==> config.mk <==
export PLATFORM = sky130hd
export DESIGN_NAME = segment_write_arbiter_flat
export DESIGN_NICKNAME = d
export VERILOG_FILES = /design/src/rtl/segment_write_arbiter_pkg.sv /design/src/rtl/segment_write_arbiter_if.sv /design/src/rtl/segment_write_arbiter_starve_ctr.sv /design/src/rtl/segment_write_arbiter.sv /design/src/flat_wrapper.sv
export SDC_FILE = /design/constraint.sdc
export NUM_CORES = 1
export LEC_CHECK = 0
export BUFFER_PORTS_ARGS = -buffer_cell sky130_fd_sc_hd__buf_4
export CAP_MARGIN = 20
export CORE_MARGIN = 3
export CORE_UTILIZATION = 30
export CTS_CLUSTER_SIZE = 14
export DETAILED_ROUTE_END_ITERATION = 6
export SLEW_MARGIN = 20
export SYNTH_ARGS = -nofsm -noshare
export SYNTH_HDL_FRONTEND = slang
export SYNTH_SLANG_ARGS = --single-unit
==> constraint.sdc <==
create_clock -name clk -period 1.7 [get_ports clk]
set_clock_uncertainty 0.2 [all_clocks]
set_input_delay 0.34 -clock clk [delete_from_list [all_inputs] [get_ports clk]]
set_output_delay 0.34 -clock clk [all_outputs]
set_load 0.03 [all_outputs]
==> src/rtl/segment_write_arbiter_pkg.sv <==
// rtl/segment_write_arbiter_pkg.sv - shared encodings for the segment write arbiter
package segment_write_arbiter_pkg;

    localparam int SEG_SEL_W = 3;

    typedef enum logic [SEG_SEL_W-1:0] {
        SEG_ES = 3'd0,
        SEG_CS = 3'd1,
        SEG_SS = 3'd2,
        SEG_DS = 3'd3,
        SEG_FS = 3'd4,
        SEG_GS = 3'd5
    } seg_e;

    typedef enum logic {
        NORMAL   = 1'b0,
        FORCE_UC = 1'b1
    } arb_state_e;

    // Selects 6 and 7 name no segment register; they are accepted but never written.
    function automatic logic sel_is_valid(input logic [SEG_SEL_W-1:0] sel);
        return (sel <= SEG_GS);
    endfunction

endpackage

==> src/rtl/segment_write_arbiter_if.sv <==
// rtl/segment_write_arbiter_if.sv - request, register-file and retire signals of the arbiter
interface segment_write_arbiter_if
    import segment_write_arbiter_pkg::*;
#(
    parameter int DATA_W = 16
);

    logic                 wb_valid;
    logic [SEG_SEL_W-1:0] wb_sel;
    logic [DATA_W-1:0]    wb_data;
    logic                 wb_ready;

    logic                 uc_valid;
    logic [SEG_SEL_W-1:0] uc_sel;
    logic [DATA_W-1:0]    uc_data;
    logic                 uc_ready;

    logic                 flush;

    logic                 seg_we;
    logic [SEG_SEL_W-1:0] seg_sel;
    logic [DATA_W-1:0]    seg_data;

    logic                 retire_valid;
    logic [SEG_SEL_W-1:0] retire_sel;

    logic                 bad_sel_err;

    // Requester side: writeback stage, microcode sequencer and pipeline control.
    modport master (
        output wb_valid, wb_sel, wb_data,
        input  wb_ready,
        output uc_valid, uc_sel, uc_data,
        input  uc_ready,
        output flush,
        input  seg_we, seg_sel, seg_data,
        input  retire_valid, retire_sel,
        input  bad_sel_err
    );

    // Arbiter side.
    modport slave (
        input  wb_valid, wb_sel, wb_data,
        output wb_ready,
        input  uc_valid, uc_sel, uc_data,
        output uc_ready,
        input  flush,
        output seg_we, seg_sel, seg_data,
        output retire_valid, retire_sel,
        output bad_sel_err
    );

endinterface

==> src/rtl/segment_write_arbiter_starve_ctr.sv <==
// rtl/segment_write_arbiter_starve_ctr.sv - 4-bit saturating UC starvation counter (seg_arb_starve_ctr)
module seg_arb_starve_ctr #(
    parameter int LIMIT = 4
) (
    input  logic clk,
    input  logic reset,
    input  logic clear,
    input  logic inc,
    output logic at_limit
);

    localparam logic [3:0] LIMIT_M1 = 4'(LIMIT - 1);

    logic [3:0] count;

    // Clear wins over increment; the count sticks at 15 instead of wrapping.
    always_ff @(posedge clk) begin
        if (reset || clear) begin
            count <= 4'd0;
        end else if (inc && (count != 4'hF)) begin
            count <= count + 4'd1;
        end
    end

    // High when one more refusal brings the count to LIMIT.
    always_comb begin
        at_limit = (count >= LIMIT_M1);
    end

endmodule

==> src/rtl/segment_write_arbiter.sv <==
// rtl/segment_write_arbiter.sv - WB/UC arbiter for the segment register-file write port; SEG_ARB_PERF_EN adds grant counters
module segment_write_arbiter
    import segment_write_arbiter_pkg::*;
#(
    parameter int STARVE_LIMIT = 4,
    parameter int DATA_W       = 16
) (
    input  logic                     clk,
    input  logic                     reset,
    segment_write_arbiter_if.slave   bus
`ifdef SEG_ARB_PERF_EN
    ,
    output logic [31:0]              wb_grant_cnt,
    output logic [31:0]              uc_grant_cnt,
    output logic [31:0]              force_cnt
`endif
);

    arb_state_e           state;
    arb_state_e           state_next;

    logic                 wb_grant;
    logic                 uc_grant;
    logic                 grant;
    logic [SEG_SEL_W-1:0] grant_sel;
    logic [DATA_W-1:0]    grant_data;

    logic                 ctr_clear;
    logic                 ctr_inc;
    logic                 ctr_at_limit;

    logic                 wr_q;
    logic [SEG_SEL_W-1:0] sel_q;
    logic [DATA_W-1:0]    data_q;
    logic                 err_q;

    seg_arb_starve_ctr #(
        .LIMIT (STARVE_LIMIT)
    ) u_starve_ctr (
        .clk      (clk),
        .reset    (reset),
        .clear    (ctr_clear),
        .inc      (ctr_inc),
        .at_limit (ctr_at_limit)
    );

    // Arbiter state register.
    always_ff @(posedge clk) begin
        if (reset) begin
            state <= NORMAL;
        end else begin
            state <= state_next;
        end
    end

    // Grant selection, starvation bookkeeping and next state.
    always_comb begin
        state_next = state;
        wb_grant   = 1'b0;
        uc_grant   = 1'b0;
        ctr_clear  = 1'b0;
        ctr_inc    = 1'b0;
        if (reset) begin
            state_next = NORMAL;
        end else if (bus.flush) begin
            // Flush drops UC bookkeeping only; WB keeps flowing under plain priority.
            wb_grant   = bus.wb_valid;
            ctr_clear  = 1'b1;
            state_next = NORMAL;
        end else begin
            unique case (state)
                NORMAL: begin
                    wb_grant = bus.wb_valid;
                    uc_grant = bus.uc_valid && !bus.wb_valid;
                    if (uc_grant) begin
                        ctr_clear = 1'b1;
                    end else if (bus.uc_valid) begin
                        ctr_inc = 1'b1;
                        if (ctr_at_limit) begin
                            state_next = FORCE_UC;
                        end
                    end
                end
                FORCE_UC: begin
                    // Either UC takes its forced grant now or it withdrew; both end the episode.
                    uc_grant   = bus.uc_valid;
                    ctr_clear  = 1'b1;
                    state_next = NORMAL;
                end
                default: begin
                    state_next = NORMAL;
                end
            endcase
        end
    end

    // Mux the winning request onto the write-stage inputs.
    always_comb begin
        grant      = wb_grant || uc_grant;
        grant_sel  = wb_grant ? bus.wb_sel  : bus.uc_sel;
        grant_data = wb_grant ? bus.wb_data : bus.uc_data;
    end

    // Write stage: one cycle between acceptance and the register-file write.
    always_ff @(posedge clk) begin
        if (reset) begin
            wr_q   <= 1'b0;
            sel_q  <= '0;
            data_q <= '0;
            err_q  <= 1'b0;
        end else begin
            wr_q <= grant && sel_is_valid(grant_sel);
            if (grant) begin
                sel_q  <= grant_sel;
                data_q <= grant_data;
            end
            if (grant && !sel_is_valid(grant_sel)) begin
                err_q <= 1'b1;
            end
        end
    end

    // Outputs read as zero while reset is held, so a write registered just before reset never lands.
    always_comb begin
        bus.wb_ready     = wb_grant;
        bus.uc_ready     = uc_grant;
        bus.seg_we       = wr_q && !reset;
        bus.retire_valid = wr_q && !reset;
        bus.seg_sel      = reset ? '0 : sel_q;
        bus.retire_sel   = reset ? '0 : sel_q;
        bus.seg_data     = reset ? '0 : data_q;
        bus.bad_sel_err  = err_q && !reset;
    end

`ifdef SEG_ARB_PERF_EN
    // Free-running wrap-around performance counters.
    always_ff @(posedge clk) begin
        if (reset) begin
            wb_grant_cnt <= 32'd0;
            uc_grant_cnt <= 32'd0;
            force_cnt    <= 32'd0;
        end else begin
            if (wb_grant) begin
                wb_grant_cnt <= wb_grant_cnt + 32'd1;
            end
            if (uc_grant) begin
                uc_grant_cnt <= uc_grant_cnt + 32'd1;
            end
            if ((state == NORMAL) && (state_next == FORCE_UC)) begin
                force_cnt <= force_cnt + 32'd1;
            end
        end
    end
`endif

endmodule

==> src/flat_wrapper.sv <==
// flat-port wrapper written by rule: the top's interface ports become plain ports
module segment_write_arbiter_flat import segment_write_arbiter_pkg::*;
#(
    parameter int STARVE_LIMIT = 4,
    parameter int DATA_W       = 16
)
  (clk, reset, bus_wb_valid, bus_wb_sel, bus_wb_data, bus_wb_ready, bus_uc_valid, bus_uc_sel, bus_uc_data, bus_uc_ready, bus_flush, bus_seg_we, bus_seg_sel, bus_seg_data, bus_retire_valid, bus_retire_sel, bus_bad_sel_err);
  segment_write_arbiter_if #(.DATA_W(DATA_W)) bus_i ();
  input  logic clk;
  input  logic reset;
  input wire logic [$bits(bus_i.wb_valid)-1:0] bus_wb_valid;
  input wire logic [$bits(bus_i.wb_sel)-1:0] bus_wb_sel;
  input wire logic [$bits(bus_i.wb_data)-1:0] bus_wb_data;
  output wire logic [$bits(bus_i.wb_ready)-1:0] bus_wb_ready;
  input wire logic [$bits(bus_i.uc_valid)-1:0] bus_uc_valid;
  input wire logic [$bits(bus_i.uc_sel)-1:0] bus_uc_sel;
  input wire logic [$bits(bus_i.uc_data)-1:0] bus_uc_data;
  output wire logic [$bits(bus_i.uc_ready)-1:0] bus_uc_ready;
  input wire logic [$bits(bus_i.flush)-1:0] bus_flush;
  output wire logic [$bits(bus_i.seg_we)-1:0] bus_seg_we;
  output wire logic [$bits(bus_i.seg_sel)-1:0] bus_seg_sel;
  output wire logic [$bits(bus_i.seg_data)-1:0] bus_seg_data;
  output wire logic [$bits(bus_i.retire_valid)-1:0] bus_retire_valid;
  output wire logic [$bits(bus_i.retire_sel)-1:0] bus_retire_sel;
  output wire logic [$bits(bus_i.bad_sel_err)-1:0] bus_bad_sel_err;
  assign bus_i.wb_valid = bus_wb_valid;
  assign bus_i.wb_sel = bus_wb_sel;
  assign bus_i.wb_data = bus_wb_data;
  assign bus_wb_ready = bus_i.wb_ready;
  assign bus_i.uc_valid = bus_uc_valid;
  assign bus_i.uc_sel = bus_uc_sel;
  assign bus_i.uc_data = bus_uc_data;
  assign bus_uc_ready = bus_i.uc_ready;
  assign bus_i.flush = bus_flush;
  assign bus_seg_we = bus_i.seg_we;
  assign bus_seg_sel = bus_i.seg_sel;
  assign bus_seg_data = bus_i.seg_data;
  assign bus_retire_valid = bus_i.retire_valid;
  assign bus_retire_sel = bus_i.retire_sel;
  assign bus_bad_sel_err = bus_i.bad_sel_err;
  segment_write_arbiter #(.STARVE_LIMIT(STARVE_LIMIT), .DATA_W(DATA_W)) u_core (.clk(clk), .reset(reset), .bus(bus_i));
endmodule
==> results of run 1 <==
[power groups by stage]
stage                     combinational (mW)  sequential, mW  clock (mW)
after floorplan                        0.218           0.673           0
after global placement                 0.381           0.675           0
after detailed placement               0.387           0.676           0
after CTS                              0.396           0.663       0.523
after global routing                   0.426           0.666       0.540
final                                  0.400           0.663       0.508
[cells in the final DEF (no fill, tap or decap), types with 2 or more instances in the layout]
master	netlist	routed
sky130_fd_sc_hd__nor2b_2	0	2
sky130_fd_sc_hd__buf_6	2	2
sky130_fd_sc_hd__dfxtp_1	26	25
sky130_fd_sc_hd__clkbuf_8	0	3
sky130_fd_sc_hd__and2b_1	2	2
sky130_fd_sc_hd__nand2b_1	2	2
sky130_fd_sc_hd__nor2b_1	22	19
sky130_fd_sc_hd__mux2i_1	3	3
sky130_fd_sc_hd__buf_4	7	86
sky130_fd_sc_hd__nand3_1	4	4
sky130_fd_sc_hd__nand2_1	3	3
sky130_fd_sc_hd__and3_1	3	3
sky130_fd_sc_hd__nor3_1	3	3
sky130_fd_sc_hd__o221a_1	18	18
sky130_fd_sc_hd__a221o_1	18	18
[Yosys cell counts (all sizes together), types with 2 or more instances]
| cell | n |
|---|---|
| and3 | 3 |
| nor3 | 3 |
| clkbuf | 5 |
| dfxtp | 26 |
| nand3 | 4 |
| mux2i | 3 |
| and2b | 2 |
| o221a | 18 |
| a221o | 18 |
| nand2b | 2 |
| nor2 | 3 |
| nor2b | 22 |
| nand2 | 3 |
| buf | 14 |
[critical path, stage by stage]
cell and delay (ps):
sky130_fd_sc_hd__buf_4 120, sky130_fd_sc_hd__or3b_4 420, sky130_fd_sc_hd__nor2_4 110, sky130_fd_sc_hd__buf_6 140
[state kept, by name, summed over array words and instances, names as in the netlist]
register	flops
u_core.sel_q	3
u_core.data_q	16
u_core.u_starve_ctr.count	4
u_core.state	1
u_core.err_q	1
u_core.wr_q	1
[stage by stage]
step                       util  hold slack, ps
final                     0.478            86.0
after global routing      0.478            73.8
after CTS                 0.474            81.3
after detailed placement  0.449             292
after global placement    0.449             266
after floorplan               -             250
[what timing repair did]
| item | 4_1_cts | 5_1_grt |
|---|---|---|
| setup endpoints to repair | 2 | 2 |
| buffers inserted | 2 | 1 |
| gates resized for setup | 4 | 4 |
| cloned | 1 | 0 |
| pin swaps | 1 | 0 |
[routing by layer]
metal / track usage / vias up / routed length, µm / part of all wire
li1: - / 694 / - / -
met1: 0.191 / 704 / 1800 / 0.39
met3: 0.0392 / 6 / 268 / 0.058
met2: 0.293 / 47 / 2470 / 0.54
met5: 0 / - / 0 / 0
met4: 0.0455 / 0 / 53 / 0.012
[logic make-up after synthesis]
kind of cell,Yosys count,share of synthesized area
compound gates,42,0.306
fa+ha+maj,1,0.00887
buf+inv,19,0.0843
flops,26,0.369
mux,4,0.0293
simple gates,47,0.202
[final cells by class]
class,count,area share
Tap cell,52,0.0306
Multi-Input combinational cell,95,0.376
Clock inverter,1,0.0141
Timing Repair Buffer,88,0.314
Clock buffer,3,0.0194
Sequential cell,26,0.245
[worst max-delay path by stage]
stage | startpoint | end | slack (ps) | cells after the start
floorplan | reset | bus_seg_sel[1] | -130 | 3
global route | u_core.state | bus_wb_ready | -7 | 4
CTS | bus_flush | bus_uc_ready | 2 | 4
detailed placement | reset | u_core.data_q[5] | -150 | 5
finish | bus_flush | bus_uc_ready | 30 | 4
global placement | reset | bus_uc_ready | -130 | 4
==> Flow_metrics.wiki, run 1 <==
{| class="wikitable"
! Metric !! Value
|-
| Outcome || completed
|-
| Number of diodes added for antenna fixing || 0
|-
| Initial antenna violation count || 0
|-
| Tmin final || approximately 1700 ps
|-
| Largest net degree at the start of global routing || 20
|-
| Row Count || 24
|-
| Worst slew slack as a fraction of its limit || 0.840
|-
| Leakage power total || 0.969 nW
|-
| Routability cong. || 0.798
|-
| Remaining antenna violation count || 0
|-
| Setup total negative slack || 0 ps
|-
| Worst hold stages || 2
|-
| Final critical-path share of the clock period || 0.984
|-
| Number of vias in the routed layout || between 1000 and 1500
|-
| Critical Path Fanout Max || 3
|-
| Post-Place Setup Slack || -154 ps
|-
| Gr ovfl total || 0
|-
| Clock input transition at the sequential cells of the worst setup and hold paths || 90 ps
|-
| Comb pwr share || 0.255
|-
| Fraction of the yosys area taken by sequential cells || 0.369
|-
| Net Count, Synth || 183
|-
| Seq cells post-synth || 26
|-
| Die Height || between 70 and 80 µm
|-
| Register Area || between 500 and 600 µm²
|-
| Fill cell count || 417
|-
| Maximum Capacitance Violations || 0
|-
| Minimum setup slack among reg-to-reg paths || approximately 110 ps
|-
| Chip width || between 70 and 80 µm
|-
| Critical Path Source Type || primary input
|-
| Max IR drop VDD || about 0.00074 V
|-
| Net switching component of the power || between 0.4 and 0.5 mW
|-
| Overall global routing resource usage || 0.163
|-
| Instance area after placement || roughly 2000 µm²
|-
| Yosys top cell area share || 0.369
|-
| Total power || 1.57 mW
|-
| Endpoint required time on the critical path || about 1200 ps
|-
| Clock tree sinks || 26
|-
| Most instantiated flip-flop cell in the synthesis netlist || sky130_fd_sc_hd__dfxtp_1
|-
| Area occupied by multi-input gates || ~800 µm²
|-
| R2r endpoint || u_core.data_q[5]
|-
| Netlist area before placement || about 1400 µm²
|-
| Starting utilization of the core area || 0.317
|-
| Count of endpoints failing setup in the final report || 0
|-
| Sort of element at the end of the critical path || output port
|-
| Die outline area || about 5600 µm²
|-
| Crit path arrival time || 1130 ps
|-
| Sw frac || 0.256
|-
| Top achievable clock speed || 0.598 GHz
|-
| Maximum clock insertion buffer count || 2
|-
| CP Class || primary input to output port
|-
| Sequential Power Share || 0.422
|-
| Global-route wire length before repair || approximately 7000 µm
|-
| Drt total wl || between 4000 and 5000 µm
|-
| Power Internal || around 1.2 mW
|-
| Io pins || 70
|-
| Worst-case setup margin in the final layout || 26.7 ps
|-
| Share of synthesized flip-flops with an asynchronous set or reset || 0
|-
| Sink of the worst hold path || u_core.data_q[9]
|-
| Vias in the first global route || ~1500
|-
| Path type of the worst min-delay path || primary input to flip-flop
|-
| DP Wirelength || 3290 µm
|-
| Launch point of the worst reg-to-reg path || u_core.state
|-
| Depth of the CTS H-tree || 1
|-
| Area of the core || roughly 4400 µm²
|-
| Worst slew pin tran || 239 ps
|-
| Fraction of layout cells with a size suffix above 1 || 0.474
|-
| Synth Area per Inst || 10.1 µm²
|-
| Later-pin clock latency in the skew report || between 200 and 300 ps
|-
| Post-synthesis instance total || 139
|-
| Initial DRC count || 91
|-
| Power density over the cells || between 700 and 800 nW/µm²
|-
| Share of power burned in the clock network || 0.323
|-
| WL per Instance || between 15 and 20 µm
|-
| Nets || roughly 260
|-
| PortBufs || roughly 70
|-
| Final count of hold timing violations || 0
|-
| Post-route cell area || approximately 2100 µm²
|-
| Max-slew violation count || 0
|-
| Netlist cell types || 30
|-
| Largest cells by area after synthesis || sky130_fd_sc_hd__dfxtp_1 (37%), sky130_fd_sc_hd__o221a_1 (14%), sky130_fd_sc_hd__a221o_1 (13%)
|-
| Number of CTS-inserted buffers || 3
|-
| Via count normalized by instance count || around 5.5
|-
| Number of remaining DRC errors || 0
|-
| Number of enable-type register cells in the synthesized netlist || 0
|-
| Clock tree root driver cell || sky130_fd_sc_hd__clkbuf_8
|-
| TritonCTS clock tree || yes
|-
| Post-synthesis to final-layout area growth || 50.8%
|-
| Yosys warning count || 0
|-
| Post-placement cell count || between 200 and 300
|-
| Worst R2R Path Depth || 5
|-
| Yosys top cell by area || sky130_fd_sc_hd__dfxtp_1
|-
| Detailed Routing Iterations Pass 1 || 4
|-
| Post-cts hold buffer count || 0
|-
| Hold Crit Start || bus_uc_data[9]
|-
| Number of cells in the finished layout apart from fillers || between 200 and 300
|}
Note: power is estimated with default switching activity, not from simulation.
==> run 2: changes to the inputs <==
- CORE_MARGIN: 3 -> 1.5
- CORE_UTILIZATION: 30 -> 38
- PLACE_DENSITY: not set -> 0.68
- REMOVE_ABC_BUFFERS: not set -> 1
==> Flow_metrics.wiki, run 2 (same netlist as run 1, synthesis figures left out) <==
{| class="wikitable"
! Metric !! Value
|-
| Max FFs per register || 16
|-
| Remaining antenna violation count || 0
|-
| Number of CTS-inserted buffers || 3
|-
| Path type of the worst min-delay path || primary input to flip-flop
|-
| Number of remaining DRC errors || 0
|-
| Final count of hold timing violations || 0
|-
| Crit path arrival time || 1160 ps
|-
| Setup total negative slack || -3.70 ps
|-
| Row Count || 21
|-
| Die outline area || a little over 4000 µm²
|-
| Nets || approximately 260
|-
| Power density over the cells || roughly 660 nW/µm²
|-
| Crit-path max cell delay || 410 ps
|-
| Commonest non-fill, non-tap cell in the layout || sky130_fd_sc_hd__buf_4
|-
| Worst slew slack as a fraction of its limit || 0.785
|-
| Largest net degree at the start of global routing || 20
|-
| Count of endpoints failing setup in the final report || 1
|-
| Die Height || ~64 µm
|-
| Post-placement cell count || ~250
|-
| Max-slew violation count || 0
|-
| Number of vias in the routed layout || ~1500
|-
| Top achievable clock speed || 0.587 GHz
|-
| Clock input transition at the sequential cells of the worst setup and hold paths || around 90 ps
|-
| Overall global routing resource usage || 0.201
|-
| Setup repair after global routing missed its margin || true
|-
| Violated checks || negative setup slack
|-
| Tmin final || about 1700 ps
|-
| Worst slew pin tran || between 300 and 400 ps
|-
| Critical Path Source Type || primary input
|-
| DP Wirelength || 2960 µm
|-
| Post-route cell area || 2160 µm²
|-
| Most used cells in the layout excluding fill and tap cells || sky130_fd_sc_hd__buf_4 (85), sky130_fd_sc_hd__dfxtp_1 (25), sky130_fd_sc_hd__o221a_1 (18), sky130_fd_sc_hd__a221o_1 (18), sky130_fd_sc_hd__nor2b_1 (16)
|-
| Gr ovfl total || 0
|-
| Via count normalized by instance count || 5.54
|-
| Io pins || 70
|-
| Vias in the first global route || around 1400
|-
| Initial antenna violation count || 0
|-
| Clock tree sinks || 26
|-
| Cell type group with the largest total delay on the critical path || simple AND/OR/NAND/NOR gates
|-
| Later-pin clock latency in the skew report || about 260 ps
|-
| Maximum clock insertion buffer count || 2
|-
| CP Class || primary input to output port
|-
| Routability cong. || around 0.80
|-
| Global-route wire length before repair || approximately 6600 µm
|-
| Endpoint required time on the critical path || roughly 1200 ps
|-
| PortBufs || 69
|-
| Instance area after placement || 2000 µm²
|-
| Detailed Routing Iterations Pass 1 || 4
|-
| Max IR drop VDD || 0.000310 V
|-
| Total power || ~1.4 mW
|-
| Worst slack on hold paths || just over 90 ps
|-
| Buffers and inverters on the worst path || 2
|-
| Number of cells in the finished layout apart from fillers || 262
|-
| Drt total wl || 4200 µm
|-
| Starting utilization of the core area || 0.410
|-
| Critical Path Fanout Max || 3
|-
| Post-synthesis to final-layout area growth || 53.3%
|-
| Largest registers || u_core.data_q (16), u_core.u_starve_ctr.count (4), u_core.sel_q (3)
|-
| Outcome || finished with violations
|-
| Depth of the CTS H-tree || 1
|-
| Slowest cell on the critical path || sky130_fd_sc_hd__or3b_4
|-
| Fraction of layout cells with a size suffix above 1 || 0.500
|-
| Final critical-path share of the clock period || 1.00
|-
| Maximum Capacitance Violations || 0
|-
| TritonCTS clock tree || yes
|-
| Fill cell count || 300
|-
| Number of diodes added for antenna fixing || 0
|-
| Chip width || between 60 and 70 µm
|-
| Largest register by flop count || u_core.data_q
|-
| Post-Place Setup Slack || -143 ps
|-
| Initial DRC count || 94
|-
| Sort of element at the end of the critical path || output port
|-
| Critical path, cell by cell || buf_4 > or3b_4 > nor2_2 > buf_6
|-
| Area of the core || around 3400 µm²
|-
| Utilization after layout || 0.628
|-
| Leakage power total || 0.988 nW
|-
| Clock tree root driver cell || sky130_fd_sc_hd__clkbuf_8
|-
| WL per Instance || about 16 µm
|-
| Worst-case setup margin in the final layout || -3.70 ps
|}
[run 2: layout make-up]
class	instances	area (µm²)	share of cell area
multi-input cells	95	803	0.372
repair buffers	92	738	0.341
clock buffers	3	41.3	0.0191
flip-flops and latches	26	522	0.241
well taps	46	57.6	0.0266
[run 2: final timing paths]
path                                     start                      endpoint  slack (ps)  cells after the start
setup reg to reg                  u_core.state             u_core.data_q[12]         140                      4
setup / recovery                     bus_flush                  bus_uc_ready          -4                      4
hold / removal                 bus_wb_data[13]             u_core.data_q[13]          90                      2
hold reg to reg   u_core.u_starve_ctr.count[0]  u_core.u_starve_ctr.count[0]         290                      1
[run 2: per-layer routing]
layer  track usage  part of all wire  vias up  wire length, µm
met2         0.337              0.48       52             2010
li1              -                 -      699                -
met1         0.261              0.44      699             1850
met5             0                 0        -                0
met3        0.0440             0.077        2              321
met4        0.0489            0.0031        0               13
[run 2: timing repair]
action,4_1_cts,5_1_grt
endpoints found under the setup margin,12,8
endpoints found under the hold margin,0,0
cloned,1,0
hold buffers,0,0
gates resized for setup,11,5
pin swaps,2,1
buffers inserted,2,5
[run 2: where the power goes]
group          switching (mW)  total [mW]  internal, mW
Combinational           0.199       0.418         0.219
Sequential            0.00992       0.662         0.652
Clock                   0.181       0.340         0.158
==> run 3: changes to the inputs <==
--- a/config.mk
+++ b/config.mk
@@ -13,5 +13,4 @@
 export DETAILED_ROUTE_END_ITERATION = 6
 export PLACE_DENSITY = 0.68
-export REMOVE_ABC_BUFFERS = 1
 export SLEW_MARGIN = 20
 export SYNTH_ARGS = -nofsm -noshare
==> constraint.sdc (replaced) <==
create_clock -name clk -period 1.7 [get_ports clk]
set_clock_uncertainty 0.2 [all_clocks]
set_input_delay 0.085 -clock clk [delete_from_list [all_inputs] [get_ports clk]]
set_output_delay 0.085 -clock clk [all_outputs]
set_load 0.03 [all_outputs]
==> Flow_metrics.wiki, run 3 (same netlist as run 1, synthesis figures left out) <==
{| class="wikitable"
! Metric !! Value
|-
| Crit path arrival time || 1330 ps
|-
| Sort of element at the end of the critical path || output port
|-
| Remaining antenna violation count || 0
|-
| Routability cong. || approximately 0.76
|-
| Setup total negative slack || 0 ps
|-
| Power Internal || roughly 1.2 mW
|-
| PortBufs || slightly below 70
|-
| Met2 routed wirelength || 2530 µm
|-
| Io pins || 70
|-
| Chip width || ~64 µm
|-
| Worst hold stages || 4
|-
| Commonest non-fill, non-tap cell in the layout || sky130_fd_sc_hd__buf_4
|-
| Largest registers || u_core.data_q (16), u_core.u_starve_ctr.count (4), u_core.sel_q (3)
|-
| Number of remaining DRC errors || 0
|-
| Tmin final || around 1600 ps
|-
| Row Count || 21
|-
| Largest register by flop count || u_core.data_q
|-
| Max FFs per register || 16
|-
| Overall global routing resource usage || 0.233
|-
| Drt total wl || between 4000 and 5000 µm
|-
| Hold Crit Start || bus_flush
|-
| Fraction of layout cells with a size suffix above 1 || 0.358
|-
| Top achievable clock speed || 0.621 GHz
|-
| Largest net degree at the start of global routing || 24
|-
| Sink of the worst hold path || u_core.state
|-
| Clock tree sinks || 26
|-
| Launch point of the worst reg-to-reg path || u_core.state
|-
| Share of power burned in the clock network || 0.319
|-
| Setup repair after global routing missed its margin || false
|-
| Path type of the worst min-delay path || primary input to flip-flop
|-
| Nets || 288
|-
| R2r endpoint || u_core.data_q[1]
|-
| Maximum clock insertion buffer count || 2
|-
| Starting utilization of the core area || 0.410
|-
| Outcome || completed
|-
| Met3 WL post-DR || ~260 µm
|-
| Number of vias in the routed layout || about 1500
|-
| Highest metal layer used by the detailed router || met4
|-
| Worst R2R Path Depth || 4
|-
| Via count normalized by instance count || approximately 5.4
|-
| Depth of the CTS H-tree || 1
|-
| Initial DRC count || slightly below 100
|-
| Later-pin clock latency in the skew report || around 270 ps
|-
| Critical Path Fanout Max || 22
|-
| Detailed Routing Iterations Pass 1 || 4
|-
| Die Height || ~64 µm
|-
| Utilization after layout || 0.700
|-
| Comb pwr share || 0.276
|-
| Initial antenna violation count || 0
|-
| Power density over the cells || 679 nW/µm²
|-
| Post-synthesis to final-layout area growth || 71.0%
|-
| Number of CTS-inserted buffers || 3
|-
| Leakage power total || around 1.1 nW
|-
| Net switching component of the power || ~0.42 mW
|-
| WL per Instance || 16.3 µm
|-
| Count of endpoints failing setup in the final report || 0
|-
| TritonCTS clock tree || yes
|-
| Sw frac || 0.260
|-
| Gr ovfl total || 0
|-
| Sequential Power Share || 0.405
|-
| Max IR drop VDD || between 0.0004 and 0.0005 V
|-
| Vias in the first global route || roughly 1600
|-
| Fill cell count || 270
|-
| Endpoint required time on the critical path || roughly 1400 ps
|-
| DP Wirelength || ~2900 µm
|-
| Number of diodes added for antenna fixing || 0
|-
| Critical Path Source Type || flip-flop
|-
| Area occupied by multi-input gates || approximately 770 µm²
|-
| Register Area || 520 µm²
|-
| Area of the core || roughly 3400 µm²
|-
| Final count of hold timing violations || 0
|-
| Total power || around 1.6 mW
|-
| Clock input transition at the sequential cells of the worst setup and hold paths || approximately 90 ps
|-
| Worst slew slack as a fraction of its limit || 0.639
|-
| Die outline area || between 4000 and 5000 µm²
|-
| Final critical-path share of the clock period || 0.948
|-
| Max-slew violation count || 0
|-
| Worst slack on hold paths || 2.03 ps
|-
| Clock tree root driver cell || sky130_fd_sc_hd__clkbuf_8
|-
| Worst slew pin tran || around 540 ps
|-
| Most used cells in the layout excluding fill and tap cells || sky130_fd_sc_hd__buf_4 (80), sky130_fd_sc_hd__dlygate4sd3_1 (39), sky130_fd_sc_hd__dfxtp_1 (26), sky130_fd_sc_hd__nor2b_1 (22)
|-
| Global-route wire length before repair || approximately 7600 µm
|-
| CP Class || flip-flop to output port
|-
| Detailed-route wire length on metal 1 || approximately 1900 µm
|-
| Minimum setup slack among reg-to-reg paths || 160 ps
|-
| Maximum Capacitance Violations || 0
|}
## run 3: cell count changes in the layout (fill, tap and decap cells not counted), moves of 2 or more
cell / previous run / this run
sky130_fd_sc_hd__nor2b_2: 5 / 0
sky130_fd_sc_hd__dlygate4sd3_1: 0 / 39
sky130_fd_sc_hd__buf_12: 2 / 0
sky130_fd_sc_hd__nor2b_1: 16 / 22
sky130_fd_sc_hd__buf_6: 4 / 0
sky130_fd_sc_hd__buf_4: 85 / 80
## run 3: power by group through the flow
stage	registers, mW	logic [mW]	clock network, mW
after floorplan	0.673	0.217	0
after global placement	0.676	0.366	0
after detailed placement	0.676	0.373	0
after CTS	0.662	0.446	0.527
after global routing	0.667	0.479	0.546
final	0.663	0.452	0.522
## run 3: per-layer routing
layer  vias up  track usage
met1       739        0.284
met4         0       0.0380
li1        750            -
met3         4       0.0387
met5         -            0
met2        54        0.432
## run 3: how the worst max path moves through the flow
stage | startpoint | cells after the start | to | slack (ps)
after global routing | u_core.state | 4 | bus_wb_ready | 20
after global placement | reset | 4 | u_core.data_q[14] | 140
final | u_core.state | 4 | bus_wb_ready | 90
after floorplan | u_core.state | 5 | u_core.data_q[10] | 90
after detailed placement | reset | 4 | u_core.data_q[15] | 130
after CTS | u_core.state | 4 | bus_wb_ready | 90
## run 3: what timing repair did
item,4_1_cts,5_1_grt
hold buffers,39,0
gates resized for setup,0,0
endpoints found under the setup margin,0,0
setup buffers,0,0
hold endpoints to repair,22,0
## run 3: through the flow
stage | cells | setup slack (ps) | instance area, µm²
after floorplan | 139 | 85.4 | 1410
after global placement | 246 | 144 | 1950
after detailed placement | 246 | 130 | 1950
after CTS | 289 | 89.3 | 2410
after global routing | 289 | 16.2 | 2410
final | 289 | 89.0 | 2410
## run 3: layout make-up
type                    instances  share of cell area
well taps                      46              0.0239
multi-input cells              94               0.320
clock buffers                   3              0.0171
clock inverters                 1              0.0125
flip-flops and latches         26               0.216
repair buffers                119               0.411
## run 3: critical path: stages, from the launching register on
cell and delay (ps):
sky130_fd_sc_hd__dfxtp_1 360, sky130_fd_sc_hd__nor2b_1 230, sky130_fd_sc_hd__nor2_1 60, sky130_fd_sc_hd__buf_4 220, sky130_fd_sc_hd__buf_4 190
